--- config.mk ---
export PLATFORM = sky130hd
export DESIGN_NAME = sseg_scan_ctrl
export DESIGN_NICKNAME = d
export VERILOG_FILES = /design/src/rtl/sseg_pkg.sv /design/src/rtl/sseg_hex_decode.sv /design/src/rtl/sseg_scan_ctrl.sv
export SDC_FILE = /design/constraint.sdc
export NUM_CORES = 1
export LEC_CHECK = 0
export ABC_CLOCK_PERIOD_IN_PS = 2200
export BUFFER_PORTS_ARGS = -buffer_cell sky130_fd_sc_hd__buf_2
export CAP_MARGIN = 25
export CELL_PAD_IN_SITES_DETAIL_PLACEMENT = 1
export CELL_PAD_IN_SITES_GLOBAL_PLACEMENT = 2
export CORE_UTILIZATION = 34
export DETAILED_ROUTE_END_ITERATION = 16
export PLACE_DENSITY_LB_ADDON = 0.1
export SLEW_MARGIN = 25
export SYNTH_ARGS = -nofsm -noshare
export SYNTH_HDL_FRONTEND = slang
export SYNTH_SLANG_ARGS = --single-unit
export TNS_END_PERCENT = 50
--- constraint.sdc ---
create_clock -name clk -period 2.2 [get_ports clk]
set_input_delay 0.11 -clock clk [delete_from_list [all_inputs] [get_ports clk]]
set_output_delay 0.11 -clock clk [all_outputs]
set_load 0.01 [all_outputs]
--- src/rtl/sseg_pkg.sv ---
// ============================================================================
// Module      : sseg_pkg
// Description : Shared constants and helpers for the seven-segment scan
//               controller: the logical hex segment table and the
//               digit-index width helper.
// Revision    : 1.0 - initial release
// ============================================================================
`default_nettype none

package sseg_pkg;

    typedef logic [6:0] seg_t;

    // Logical (active-high) patterns, bit order {g,f,e,d,c,b,a}; entry 0 in the LSBs.
    localparam logic [16*7-1:0] c_SEG_TABLE = {
        7'h71, 7'h79, 7'h5E, 7'h39, 7'h7C, 7'h77, 7'h6F, 7'h7F,
        7'h07, 7'h7D, 7'h6D, 7'h66, 7'h4F, 7'h5B, 7'h06, 7'h3F
    };

    function automatic int idx_width(input int n);
        return (n > 2) ? $clog2(n) : 1;
    endfunction

    function automatic seg_t hex_to_seg(input logic [3:0] nib);
        return c_SEG_TABLE[7*nib +: 7];
    endfunction

endpackage

`default_nettype wire

--- src/rtl/sseg_hex_decode.sv ---
// ============================================================================
// Module      : sseg_hex_decode
// Description : Combinational hex nibble to logical seven-segment pattern.
// Revision    : 1.0 - initial release
// ============================================================================
`default_nettype none

module sseg_hex_decode
    import sseg_pkg::*;
(
    input  logic [3:0] i_nibble,
    output logic [6:0] o_seg
);

    always_comb begin
        o_seg = hex_to_seg(i_nibble);
    end

endmodule

`default_nettype wire

--- src/rtl/sseg_scan_ctrl.sv ---
// ============================================================================
// Module      : sseg_scan_ctrl
// Description : Multiplexed common-anode seven-segment scan controller with
//               refresh prescaler, dead time and frame-synchronous updates.
//               Optional leading-zero blanking: define SSEG_LZB_EN.
// Revision    : 1.0 - initial release
// ============================================================================
`default_nettype none

module sseg_scan_ctrl
    import sseg_pkg::*;
#(
    parameter int NUM_DIGITS = 4,
    parameter int CLK_DIV    = 100000,
    parameter int DEAD       = 2,
    parameter int ACTIVE_LOW = 1
) (
    input  logic                    clk,
    input  logic                    rst,
    input  logic [4*NUM_DIGITS-1:0] digits,
    input  logic [NUM_DIGITS-1:0]   dp,
    input  logic                    load,
    output logic [NUM_DIGITS-1:0]   seg_an,
    output logic [6:0]              seg_cat,
    output logic                    seg_dp,
    output logic                    frame_done
);

    localparam int              c_PW         = $clog2(CLK_DIV);
    localparam int              c_IW         = idx_width(NUM_DIGITS);
    localparam logic [c_PW-1:0] c_PRESC_LAST = c_PW'(CLK_DIV - 1);
    localparam logic [c_IW-1:0] c_IDX_LAST   = c_IW'(NUM_DIGITS - 1);
    localparam logic            c_INV        = (ACTIVE_LOW != 0);

    logic [c_PW-1:0]         r_presc_q, w_presc_d;
    logic [c_IW-1:0]         r_idx_q, w_idx_d;
    logic [4*NUM_DIGITS-1:0] r_pend_dig_q, w_pend_dig_d;
    logic [NUM_DIGITS-1:0]   r_pend_dp_q, w_pend_dp_d;
    logic                    r_pend_valid_q, w_pend_valid_d;
    logic [4*NUM_DIGITS-1:0] r_disp_dig_q, w_disp_dig_d;
    logic [NUM_DIGITS-1:0]   r_disp_dp_q, w_disp_dp_d;
    logic [NUM_DIGITS-1:0]   r_an_q, w_an_d;
    logic [6:0]              r_cat_q, w_cat_d;
    logic                    r_dp_q, w_dp_d;
    logic                    r_frame_done_q;

    logic                    w_tc;
    logic                    w_wrap;
    logic                    w_dead;
    logic [3:0]              w_nib;
    logic                    w_cur_dp;
    logic [NUM_DIGITS-1:0]   w_onehot;
    logic [NUM_DIGITS-1:0]   w_blank;
    logic                    w_cur_blank;
    logic [6:0]              w_seg;

    // ------------------------------------------------------------------
    // Prescaler, digit index and shadow registers
    // ------------------------------------------------------------------
    always_comb begin
        w_tc   = (r_presc_q == c_PRESC_LAST);
        w_wrap = w_tc && (r_idx_q == c_IDX_LAST);

        w_presc_d = w_tc ? '0 : r_presc_q + c_PW'(1);
        w_idx_d   = r_idx_q;
        if (w_tc) begin
            w_idx_d = (r_idx_q == c_IDX_LAST) ? '0 : r_idx_q + c_IW'(1);
        end

        w_pend_dig_d   = r_pend_dig_q;
        w_pend_dp_d    = r_pend_dp_q;
        w_pend_valid_d = r_pend_valid_q;
        w_disp_dig_d   = r_disp_dig_q;
        w_disp_dp_d    = r_disp_dp_q;

        if (load) begin
            w_pend_dig_d   = digits;
            w_pend_dp_d    = dp;
            w_pend_valid_d = 1'b1;
        end

        // A load landing on the wrap edge bypasses the pending set.
        if (w_wrap) begin
            if (load) begin
                w_disp_dig_d = digits;
                w_disp_dp_d  = dp;
            end else if (r_pend_valid_q) begin
                w_disp_dig_d = r_pend_dig_q;
                w_disp_dp_d  = r_pend_dp_q;
            end
            w_pend_valid_d = 1'b0;
        end
    end

    // ------------------------------------------------------------------
    // Current-slot selection
    // ------------------------------------------------------------------
    generate
        if (DEAD == 0) begin : g_no_dead
            assign w_dead = 1'b0;
        end else begin : g_dead
            assign w_dead = (r_presc_q < c_PW'(DEAD));
        end
    endgenerate

    always_comb begin
        w_nib    = 4'h0;
        w_cur_dp = 1'b0;
        w_onehot = '0;
        for (int i = 0; i < NUM_DIGITS; i++) begin
            if (r_idx_q == c_IW'(i)) begin
                w_nib       = r_disp_dig_q[4*i +: 4];
                w_cur_dp    = r_disp_dp_q[i];
                w_onehot[i] = 1'b1;
            end
        end
    end

`ifdef SSEG_LZB_EN
    logic w_seen_nz;

    always_comb begin
        w_blank   = '0;
        w_seen_nz = 1'b0;
        for (int i = NUM_DIGITS - 1; i > 0; i--) begin
            w_seen_nz  = w_seen_nz | (r_disp_dig_q[4*i +: 4] != 4'h0);
            w_blank[i] = ~w_seen_nz;
        end
    end
`else
    assign w_blank = '0;
`endif

    assign w_cur_blank = |(w_blank & w_onehot);

    sseg_hex_decode u_hex_decode (
        .i_nibble (w_nib),
        .o_seg    (w_seg)
    );

    // ------------------------------------------------------------------
    // Output stage (pin polarity applied before the output flops)
    // ------------------------------------------------------------------
    always_comb begin
        w_an_d  = (w_dead ? '0 : w_onehot) ^ {NUM_DIGITS{c_INV}};
        w_cat_d = ((w_dead || w_cur_blank) ? 7'h00 : w_seg) ^ {7{c_INV}};
        w_dp_d  = (~w_dead & w_cur_dp) ^ c_INV;
    end

    always_ff @(posedge clk) begin
        if (rst) begin
            r_presc_q      <= '0;
            r_idx_q        <= '0;
            r_pend_dig_q   <= '0;
            r_pend_dp_q    <= '0;
            r_pend_valid_q <= 1'b0;
            r_disp_dig_q   <= '0;
            r_disp_dp_q    <= '0;
            r_an_q         <= {NUM_DIGITS{c_INV}};
            r_cat_q        <= {7{c_INV}};
            r_dp_q         <= c_INV;
            r_frame_done_q <= 1'b0;
        end else begin
            r_presc_q      <= w_presc_d;
            r_idx_q        <= w_idx_d;
            r_pend_dig_q   <= w_pend_dig_d;
            r_pend_dp_q    <= w_pend_dp_d;
            r_pend_valid_q <= w_pend_valid_d;
            r_disp_dig_q   <= w_disp_dig_d;
            r_disp_dp_q    <= w_disp_dp_d;
            r_an_q         <= w_an_d;
            r_cat_q        <= w_cat_d;
            r_dp_q         <= w_dp_d;
            r_frame_done_q <= w_wrap;
        end
    end

    assign seg_an     = r_an_q;
    assign seg_cat    = r_cat_q;
    assign seg_dp     = r_dp_q;
    assign frame_done = r_frame_done_q;

endmodule

`default_nettype wire

==> results_dict.tcl, run 1 <==
set metrics [dict create \
    final.fill_count 1081 \
    nets 395 \
    startpoint_type "flop" \
    power_switching_share 0.218 \
    drtAntennaViolNets 0 \
    core-area_sq_mm 0.00924 \
    worstMarginPinSlew_ps 811 \
    crit_required_ps 2430 \
    antenna_found_initial 0 \
    synth_warnings 0 \
    final.min_clock_period_ps 2050 \
    dr.pass1.iters 4 \
    maxCapViolations 0 \
    die_w_microns 99.8 \
    finalHoldViolCount 0 \
    num_rows 35 \
    grt_pass1_wl_microns 11800 \
    syn2layout_area_growth_pct 18.6 \
    end_kind "flop" \
    final_cell_area_sq_mm 0.00385 \
    worstPathArrival_ps 2280 \
    grt_use_met1 0.199 \
    port_buffers 35 \
    n_antenna_cell 0 \
    fin_crit_sh 0.931 \
    yosys.area.top_type_share 0.450 \
    synthCells 319 \
    cts_sinks 73 \
    internal_power_mw 2.18 \
    die-area_sq_mm 0.00996 \
    grt_setup_unrepaired "false" \
    cts_buffers 9 \
    synth.avg_cell_area_sq_um 10.2 \
    start_util 0.352 \
    synth_cell_type_count 38 \
    grt_max_degree 36 \
    slowest_delay_ps 350 \
    synth_top_area_cell "dfxtp_1" \
    cp.buffers_inverters 1 \
    path_delay_family "simple AND/OR/NAND/NOR gates" \
    status "finished clean" \
    area.sequential_sq_mm 0.00146 \
    final_cell_mix "71 x dfxtp_1, 47 x nor2_1, 35 x buf_2" \
    wl_per_cell_microns 14.0 \
    layout-drive-gt1-share 0.273 \
    pin_count 36 \
    clockRootBuffer "clkbuf_8" \
    grtUsageMet2 0.243 \
    power.total_mw 2.79 \
    critPathSlowestCell "dfxtp_1" \
    vias 2261 \
    combPwrFrac 0.050 \
    gp_congestion 0.731 \
    multiInputGateArea_sq_mm 0.00168 \
    clk_latency_ps 350 \
    grt-ovfl-total 0 \
    placed_cell_area_sq_mm 0.00359 \
    pwr-share-clk 0.458 \
    via_per_inst 4.57 \
    pwr-share-seq 0.492 \
    final_common_cell "dfxtp_1" \
    syn-cell-area_sq_mm 0.00325 \
    post-place-ws_ps 30.5 \
    clockBufferDepth 2 \
    finalWorstSetupSlack_ps 151 \
    peakVddDrop_mv 0.244 \
    fmax_ghz 0.488 \
    track_usage 0.152 \
    htreeDepth 3 \
    cts_tree "built" \
    grt_pass1_vias 2353 \
    drt_wl_total_microns 6910 \
    path_clk_slew_ps 80 \
    setup_violations 0 \
    grt_busiest_layer "met2" \
    drv_slew 0 \
    die_h_microns 99.8 \
    clock_skew_ps 11.6 \
    ys_seq_area_frac 0.450 \
    path_class "reg2reg" \
    p_per_area_mw_per_mm2 723 \
    drtIter0Drc 42 \
    cp_max_fo 18 \
    p_sw_mw 0.608 \
    hold_path_class "in2reg" \
    ys_ff_latch 73 \
    cts_hold_buf 0 \
    leakagePower_nw 1.53 \
    synthTopCellsByArea "dfxtp_1 45%, mux2_4 9.2%, mux2i_1 8.3%" \
    drc 0 \
    cp_cell_sequence "nor3_1, nand2_2, nor4_4, and3b_4, buf_12, mux2_4" \
    dpl.hpwl_microns 4920 \
    syn-num-nets 353 \
    tns_ps 0 \
    slew_headroom 0.457 \
    grtUsageMet3 0.0279 \
]
cells by family after synthesis:
kind of cell	count (synthesis)	synth area share
AO/OA/AOI/OAI	19	0.0420
XOR/XNOR	15	0.0404
adder cells (fa/ha/maj)	11	0.0423
buffers and inverters	24	0.0393
flip-flops	73	0.450
multiplexers	49	0.182
AND/OR/NAND/NOR	128	0.204
path summary, 6_finish.rpt:
path                            startpoint                            to  slack [ps]  cells past startpoint
setup reg to reg  r_presc_q[13]$_SDFF_PP0_  r_disp_dig_q[3]$_SDFFE_PP0P_         150                      6
hold reg to reg    r_presc_q[0]$_SDFF_PP0_       r_presc_q[0]$_SDFF_PP0_         460                      1
hold / removal                   digits[9]  r_pend_dig_q[9]$_SDFFE_PP0P_          40                      3
setup / recovery  r_presc_q[13]$_SDFF_PP0_  r_disp_dig_q[3]$_SDFFE_PP0P_         150                      6
per-stage QoR:
stage	utilization	cells	hold WS, ps
finish	0.417	495	40.0
global route	0.417	495	64.8
CTS	0.415	495	34.7
detailed placement	0.389	479	409
global placement	0.389	479	408
floorplan	-	319	296
per-layer routing:
metal	up-vias	routed length, microns
li1	1156	-
met1	1068	3380
met2	30	3260
met3	7	159
met4	0	110
met5	-	0
cell usage after synthesis:
cell type	instances
nand3_1	9
a22o_1	1
a311oi_2	1
or2_2	2
nand4_1	1
dfxtp_1	73
xnor2_1	7
nor4_1	5
buf_1	4
buf_2	1
o21ai_0	2
mux2_2	2
nor2_1	48
nand2b_1	5
inv_1	8
nor3_1	2
mux2_4	20
buf_12	2
and3b_4	1
clkbuf_1	8
buf_4	1
nor3b_1	2
a31oi_1	2
nor2b_1	22
o211ai_1	2
nand2_1	20
nand2_2	1
nor4_4	2
o22ai_1	1
nand3b_1	5
o221ai_1	3
mux2i_1	27
and3_1	2
and3_2	1
a21oi_1	4
a211oi_1	3
ha_1	11
xor2_1	8
tightest hold or removal path, cell delays in order:
cell and delay [ps]:
buf_2 70, mux2i_1 50, nor2_1 110
power groups by stage:
stage	registers (mW)	clock network, mW	logic (mW)
global placement	1.40	0	0.140
floorplan	1.41	0	0.0830
detailed placement	1.40	0	0.143
global route	1.38	1.38	0.158
finish	1.37	1.28	0.138
CTS	1.37	1.32	0.143
registers in the layout (all words and copies together), names as in the netlist, 2 cells and up:
register      flops
r_disp_dig_q     16
r_disp_dp_q       4
r_idx_q           2
r_pend_dig_q     16
r_pend_dp_q       4
r_presc_q        17
seg_an            4
seg_cat           7
timing repair:
action,CTS,global route
setup endpoints to repair,0,6
resized for setup,0,8
setup buffers,0,0
cell type report:
type,count,area share
Multi-Input combinational cell,222,0.435
Sequential cell,73,0.380
Timing Repair Buffer,47,0.0721
Tap cell,129,0.0419
Clock buffer,10,0.0331
Clock inverter,6,0.0299
Inverter,8,0.00779
(Power assumes the default switching activity.)
==> run 2: changes to the inputs <==
--- a/config.mk
+++ b/config.mk
@@ -10,7 +10,8 @@
 export CAP_MARGIN = 25
 export CELL_PAD_IN_SITES_DETAIL_PLACEMENT = 1
 export CELL_PAD_IN_SITES_GLOBAL_PLACEMENT = 2
-export CORE_UTILIZATION = 34
+export CORE_UTILIZATION = 35
+export CTS_BUF_LIST = sky130_fd_sc_hd__clkbuf_8
 export DETAILED_ROUTE_END_ITERATION = 16
 export PLACE_DENSITY_LB_ADDON = 0.1
 export SLEW_MARGIN = 25
==> run 2 against run 1 <==
Non-clock buffer count up 2. Worst setup slack got worse by 24 ps. Flip-flop and latch count unchanged. Critical path type unchanged. Critical endpoint is now seg_cat[0]$_SDFF_PP1_. Largest cell class unchanged.
==> results_dict.tcl, run 2 (synthesis results as in run 1) <==
set metrics [dict create \
    status "finished clean" \
    top_register "r_presc_q" \
    cts_buffers 9 \
    port_buffers 35 \
    crit_path_end "seg_cat[0]$_SDFF_PP1_" \
    cp_max_fo 11 \
    startpoint_type "flop" \
    peakVddDrop_mv 0.345 \
    gp_congestion 0.776 \
    fmax_ghz 0.482 \
    grt_max_degree 35 \
    clockRootBuffer "clkbuf_8" \
    cts_sinks 73 \
    cp.buffers_inverters 3 \
    core-area_sq_mm 0.00885 \
    final_common_cell "dfxtp_1" \
    via_per_inst 4.75 \
    largest_register_ffs 17 \
    htreeDepth 3 \
    track_usage 0.153 \
    grt_pass1_wl_microns 11600 \
    layout-drive-gt1-share 0.270 \
    cp_cell_sequence "inv_1, ha_2, buf_4, a211oi_1, a211oi_2, buf_4, or2_2, a21oi_1, o21ai_0" \
    r2r_cells 9 \
    clock_skew_ps 12.9 \
    slowest_delay_ps 390 \
    cts_tree "built" \
    cp.depth 9 \
    timing.rr.start "r_idx_q[1]$_SDFFE_PP0N_" \
    clk_latency_ps 340 \
    r2r_end "seg_cat[0]$_SDFF_PP1_" \
    drv_slew 0 \
    p_per_area_mw_per_mm2 743 \
    area.sequential_sq_mm 0.00146 \
    maxCapViolations 0 \
    end_kind "flop" \
    num_rows 34 \
    n_antenna_cell 0 \
    wl_per_cell_microns 14.0 \
    reg2reg_setup_slack_ps 130 \
    crit_top_cell "buf_4" \
    drtIter0Drc 48 \
    crit_required_ps 2430 \
    final_cell_mix "72 x dfxtp_1, 47 x nor2_1, 35 x buf_2" \
    die-area_sq_mm 0.00968 \
    path_class "reg2reg" \
    tns_ps 0 \
    postCtsSetupBuffers 0 \
    final.fill_count 1009 \
    nets 397 \
    drc 0 \
    antenna_found_initial 0 \
    dr.pass1.iters 6 \
    critPathSlowestCell "dfxtp_1" \
    worstPathArrival_ps 2300 \
    leakagePower_nw 1.56 \
    worstMarginPinSlew_ps 460 \
    vias 2255 \
    syn2layout_area_growth_pct 18.6 \
    grt_pass1_vias 2378 \
    start_util 0.367 \
    finalHoldViolCount 0 \
    clockBufferDepth 2 \
    die_h_microns 98.4 \
    final.min_clock_period_ps 2070 \
    drt_wl_total_microns 6630 \
    power.total_mw 2.86 \
    die_w_microns 98.4 \
    setup_violations 0 \
    grt-ovfl-total 0 \
    fin_crit_sh 0.942 \
    hold_path_class "in2reg" \
    post-place-ws_ps 17.7 \
    pin_count 36 \
    finalWorstSetupSlack_ps 127 \
    dpl.hpwl_microns 4730 \
    path_delay_family "compound AO/OA/AOI/OAI gates" \
    drtAntennaViolNets 0 \
    path_clk_slew_ps 80 \
    critPathLaunch "r_idx_q[1]$_SDFFE_PP0N_" \
    slew_headroom 0.693 \
    reg.largest.list "r_presc_q (17), r_disp_dig_q (16), r_pend_dig_q (16)" \
    multiInputGateArea_sq_mm 0.00168 \
]
run 2: timing repair:
action / 4_1_cts / 5_1_grt
endpoints found under the setup margin: 1 / 7
hold buffers: 0 / 0
gates resized for setup: 1 / 5
run 2: area by class of cell:
class | instances | area share
repair buffers | 49 | 0.0760
multi-input cells | 222 | 0.435
flip-flops and latches | 73 | 0.380
well taps | 108 | 0.0351
clock inverters | 6 | 0.0344
clock buffers | 9 | 0.0321
inverters | 8 | 0.00779
run 2: layer usage:
metal  GRT usage  share of wire  vias up
met5           0              0        -
li1            -              -     1167
met4      0.0723          0.020        0
met1       0.198           0.50     1047
met3      0.0301          0.026       11
met2       0.245           0.45       30
run 2: how the worst min path moves through the flow:
stage / slack [ps] / startpoint / cells past startpoint / to
floorplan: 300 / digits[0] / 2 / r_pend_dig_q[0]$_SDFFE_PP0P_
detailed placement: 410 / digits[9] / 3 / r_pend_dig_q[9]$_SDFFE_PP0P_
CTS: 30 / digits[9] / 3 / r_pend_dig_q[9]$_SDFFE_PP0P_
global placement: 410 / digits[9] / 3 / r_pend_dig_q[9]$_SDFFE_PP0P_
global route: 60 / digits[1] / 3 / r_pend_dig_q[1]$_SDFFE_PP0P_
finish: 50 / digits[0] / 3 / r_pend_dig_q[0]$_SDFFE_PP0P_
run 2: report_power, final:
group | total (mW) | internal (mW) | switching [mW] | leakage (nW)
combinational | 0.140 | 0.0616 | 0.0788 | 0.832
sequential | 1.37 | 1.36 | 0.0124 | 0.595
clock | 1.35 | 0.860 | 0.491 | 0.131
run 2: through the flow:
stage | utilization | instances | hold WS (ps) | cell area, sq um
2_1_floorplan | - | 319 | 296 | 3250
3_3_place_gp | 0.405 | 460 | 411 | 3580
3_5_place_dp | 0.405 | 460 | 407 | 3580
4_1_cts | 0.434 | 475 | 34.7 | 3840
5_1_grt | 0.436 | 475 | 60.1 | 3850
6_report | 0.436 | 475 | 48.9 | 3850
run 2: worst reg2reg max path: stages, from the launching register on:
cell,delay (ps)
dfxtp_1,390
inv_1,90
ha_2,220
buf_4,150
a211oi_1,270
a211oi_2,120
buf_4,180
or2_2,320
a21oi_1,140
o21ai_0,80
==> run 3: changes to the inputs <==
--- a/config.mk
+++ b/config.mk
@@ -5,14 +5,14 @@
 export SDC_FILE = /design/constraint.sdc
 export NUM_CORES = 1
 export LEC_CHECK = 0
-export ABC_CLOCK_PERIOD_IN_PS = 2200
-export BUFFER_PORTS_ARGS = -buffer_cell sky130_fd_sc_hd__buf_2
+export ABC_CLOCK_PERIOD_IN_PS = 2060
 export CAP_MARGIN = 25
 export CELL_PAD_IN_SITES_DETAIL_PLACEMENT = 1
 export CELL_PAD_IN_SITES_GLOBAL_PLACEMENT = 2
-export CORE_UTILIZATION = 35
+export CORE_UTILIZATION = 42
 export CTS_BUF_LIST = sky130_fd_sc_hd__clkbuf_8
 export DETAILED_ROUTE_END_ITERATION = 16
+export DONT_BUFFER_PORTS = 1
 export PLACE_DENSITY_LB_ADDON = 0.1
 export SLEW_MARGIN = 25
 export SYNTH_ARGS = -nofsm -noshare
==> constraint.sdc (replaced) <==
create_clock -name clk -period 2.06 [get_ports clk]
set_input_delay 0.103 -clock clk [delete_from_list [all_inputs] [get_ports clk]]
set_output_delay 0.103 -clock clk [all_outputs]
set_load 0.01 [all_outputs]
==> run 3 against run 2 <==
Worst hold slack got worse by 40 ps. Combinational power is 7% lower. Cell count shrank 0.84%. Design area grew 7.0%. Clock-buffer cell count up 1. Register-to-register slack got worse by 80 ps. Power decreased by 1.8%. Global-route usage is 4.0 points higher. Non-clock buffer count grew 5. Highest routed layer unchanged. Clock power shrank 10%. Sequential share of layout area down 2.3 points. Worst setup slack worse by 76 ps.
==> results_dict.tcl, run 3 (synthesis results as in run 1) <==
set metrics [dict create \
    drt_wl_total_microns 7520 \
    path_delay_family "compound AO/OA/AOI/OAI gates" \
    setup_violations 0 \
    final_cell_mix "70 x dfxtp_1, 47 x nor2_1, 26 x dlygate4sd3_1" \
    via_per_inst 4.97 \
    start_util 0.441 \
    vias 2341 \
    layout-drive-gt1-share 0.255 \
    cts_sinks 73 \
    p_sw_mw 0.588 \
    drc 0 \
    clockBufferDepth 2 \
    clock_skew_ps 12.9 \
    track_usage 0.193 \
    die_w_microns 90.0 \
    fin_cells 471 \
    m1WireLength_microns 3750 \
    clockRootBuffer "clkbuf_8" \
    final_common_cell "dfxtp_1" \
    largest_register_ffs 17 \
    cp_cell_sequence "inv_4, ha_4, nand3b_1, a31oi_4, buf_4, ha_1, a21oi_1, a22o_1, nand2_1" \
    drtAntennaViolNets 0 \
    grt_setup_unrepaired "true" \
    leakagePower_nw 1.65 \
    syn2layout_area_growth_pct 26.9 \
    pwr-share-seq 0.524 \
    grt_pass1_wl_microns 12500 \
    worstPathArrival_ps 2200 \
    met2_length_microns 3460 \
    drtIter0Drc 64 \
    top_register "r_presc_q" \
    grt_max_degree 39 \
    grt_pass1_vias 2492 \
    cp_max_fo 6 \
    dr_wl_met3_microns 217 \
    hold_ws_ps 9.05 \
    dr.pass1.iters 4 \
    slowest_delay_ps 410 \
    hold_path_class "in2reg" \
    num_rows 31 \
    cts_tree "built" \
    utilization 0.560 \
    final.min_clock_period_ps 2010 \
    die_h_microns 90.0 \
    cts_buffers 9 \
    fmax_ghz 0.498 \
    grt-ovfl-total 0 \
    slew_headroom 0.414 \
    p_per_area_mw_per_mm2 682 \
    pwr-share-clk 0.430 \
    cp.buffers_inverters 2 \
    dr.max_layer_used "met4" \
    reg.largest.list "r_presc_q (17), r_disp_dig_q (16), r_pend_dig_q (16)" \
    maxCapViolations 0 \
    gp_congestion 0.778 \
    startpoint_type "flop" \
    htreeDepth 3 \
    fin_crit_sh 0.976 \
    internal_power_mw 2.22 \
    finalHoldViolCount 0 \
    status "finished clean" \
    path_clk_slew_ps 80 \
    worstMarginPinSlew_ps 876 \
    combPwrFrac 0.046 \
    dp_cells 423 \
    n_antenna_cell 0 \
    peakVddDrop_mv 0.415 \
    antenna_found_initial 0 \
    die-area_sq_mm 0.00810 \
    crit_required_ps 2250 \
    port_buffers 0 \
    critPathSlowestCell "dfxtp_4" \
    placed_cell_area_sq_mm 0.00347 \
    final_cell_area_sq_mm 0.00413 \
    dpl.hpwl_microns 4480 \
    power_switching_share 0.209 \
    clk_latency_ps 330 \
    wl_per_cell_microns 16.0 \
    path_class "reg2reg" \
    core-area_sq_mm 0.00737 \
    drv_slew 0 \
    end_kind "flop" \
    nets 402 \
    pin_count 36 \
]
[run 3: worst register-to-register path: stages, from the launching register on]
cell	delay, ps
dfxtp_4	410
inv_4	60
ha_4	180
nand3b_1	200
a31oi_4	250
buf_4	160
ha_1	240
a21oi_1	160
a22o_1	150
nand2_1	40
[run 3: worst paths after layout]
check	cells after the start	to	slack [ps]	from
worst max register to register	9	seg_cat[3]$_SDFF_PP1_	50	r_idx_q[1]$_SDFFE_PP0N_
worst max-delay path	9	seg_cat[3]$_SDFF_PP1_	50	r_idx_q[1]$_SDFFE_PP0N_
worst min-delay path	2	r_pend_dp_q[1]$_SDFFE_PP0P_	9	dp[1]
worst min register to register	1	r_presc_q[0]$_SDFF_PP0_	460	r_presc_q[0]$_SDFF_PP0_
[run 3: power groups by stage]
stage	sequential (mW)	combinational [mW]	clock, mW
after global placement	1.51	0.0807	0
after global routing	1.48	0.146	1.30
after CTS	1.48	0.129	1.23
final	1.47	0.130	1.21
after detailed placement	1.51	0.0825	0
after floorplan	1.50	0.0886	0
[run 3: area by class of cell]
class | count | area (sq um)
inverter | 8 | 35.0
multi-input combinational | 222 | 1790
sequential | 73 | 1470
timing repair buffer | 54 | 497
tap | 99 | 124
clock inverter | 5 | 72.6
fill | 818 | 3240
clock buffer | 10 | 138
[run 3: metal layers]
layer	up-vias	global-route usage
li1	1174	-
met1	1121	0.259
met2	38	0.313
met3	8	0.0355
met4	0	0.0645
met5	-	0
[run 3: timing repair]
item / 4_1_cts / 5_1_grt
hold buffers: 26 / 0
pin swaps: 0 / 7
hold endpoints to repair: 26 / 0
resized for setup: 11 / 27
gates cloned: 0 / 1
endpoints found under the setup margin: 7 / 15
setup buffers: 0 / 6
[run 3: through the flow]
stage	setup TNS [ps]	worst slack (ps)	total power [mW]
3_3_place_gp	-222	-63.9	1.59
2_1_floorplan	-45.4	-25.2	1.59
4_1_cts	-7.20	-7.20	2.84
6_report	0	50.5	2.81
3_5_place_dp	-500	-122	1.59
5_1_grt	-115	-42.7	2.92
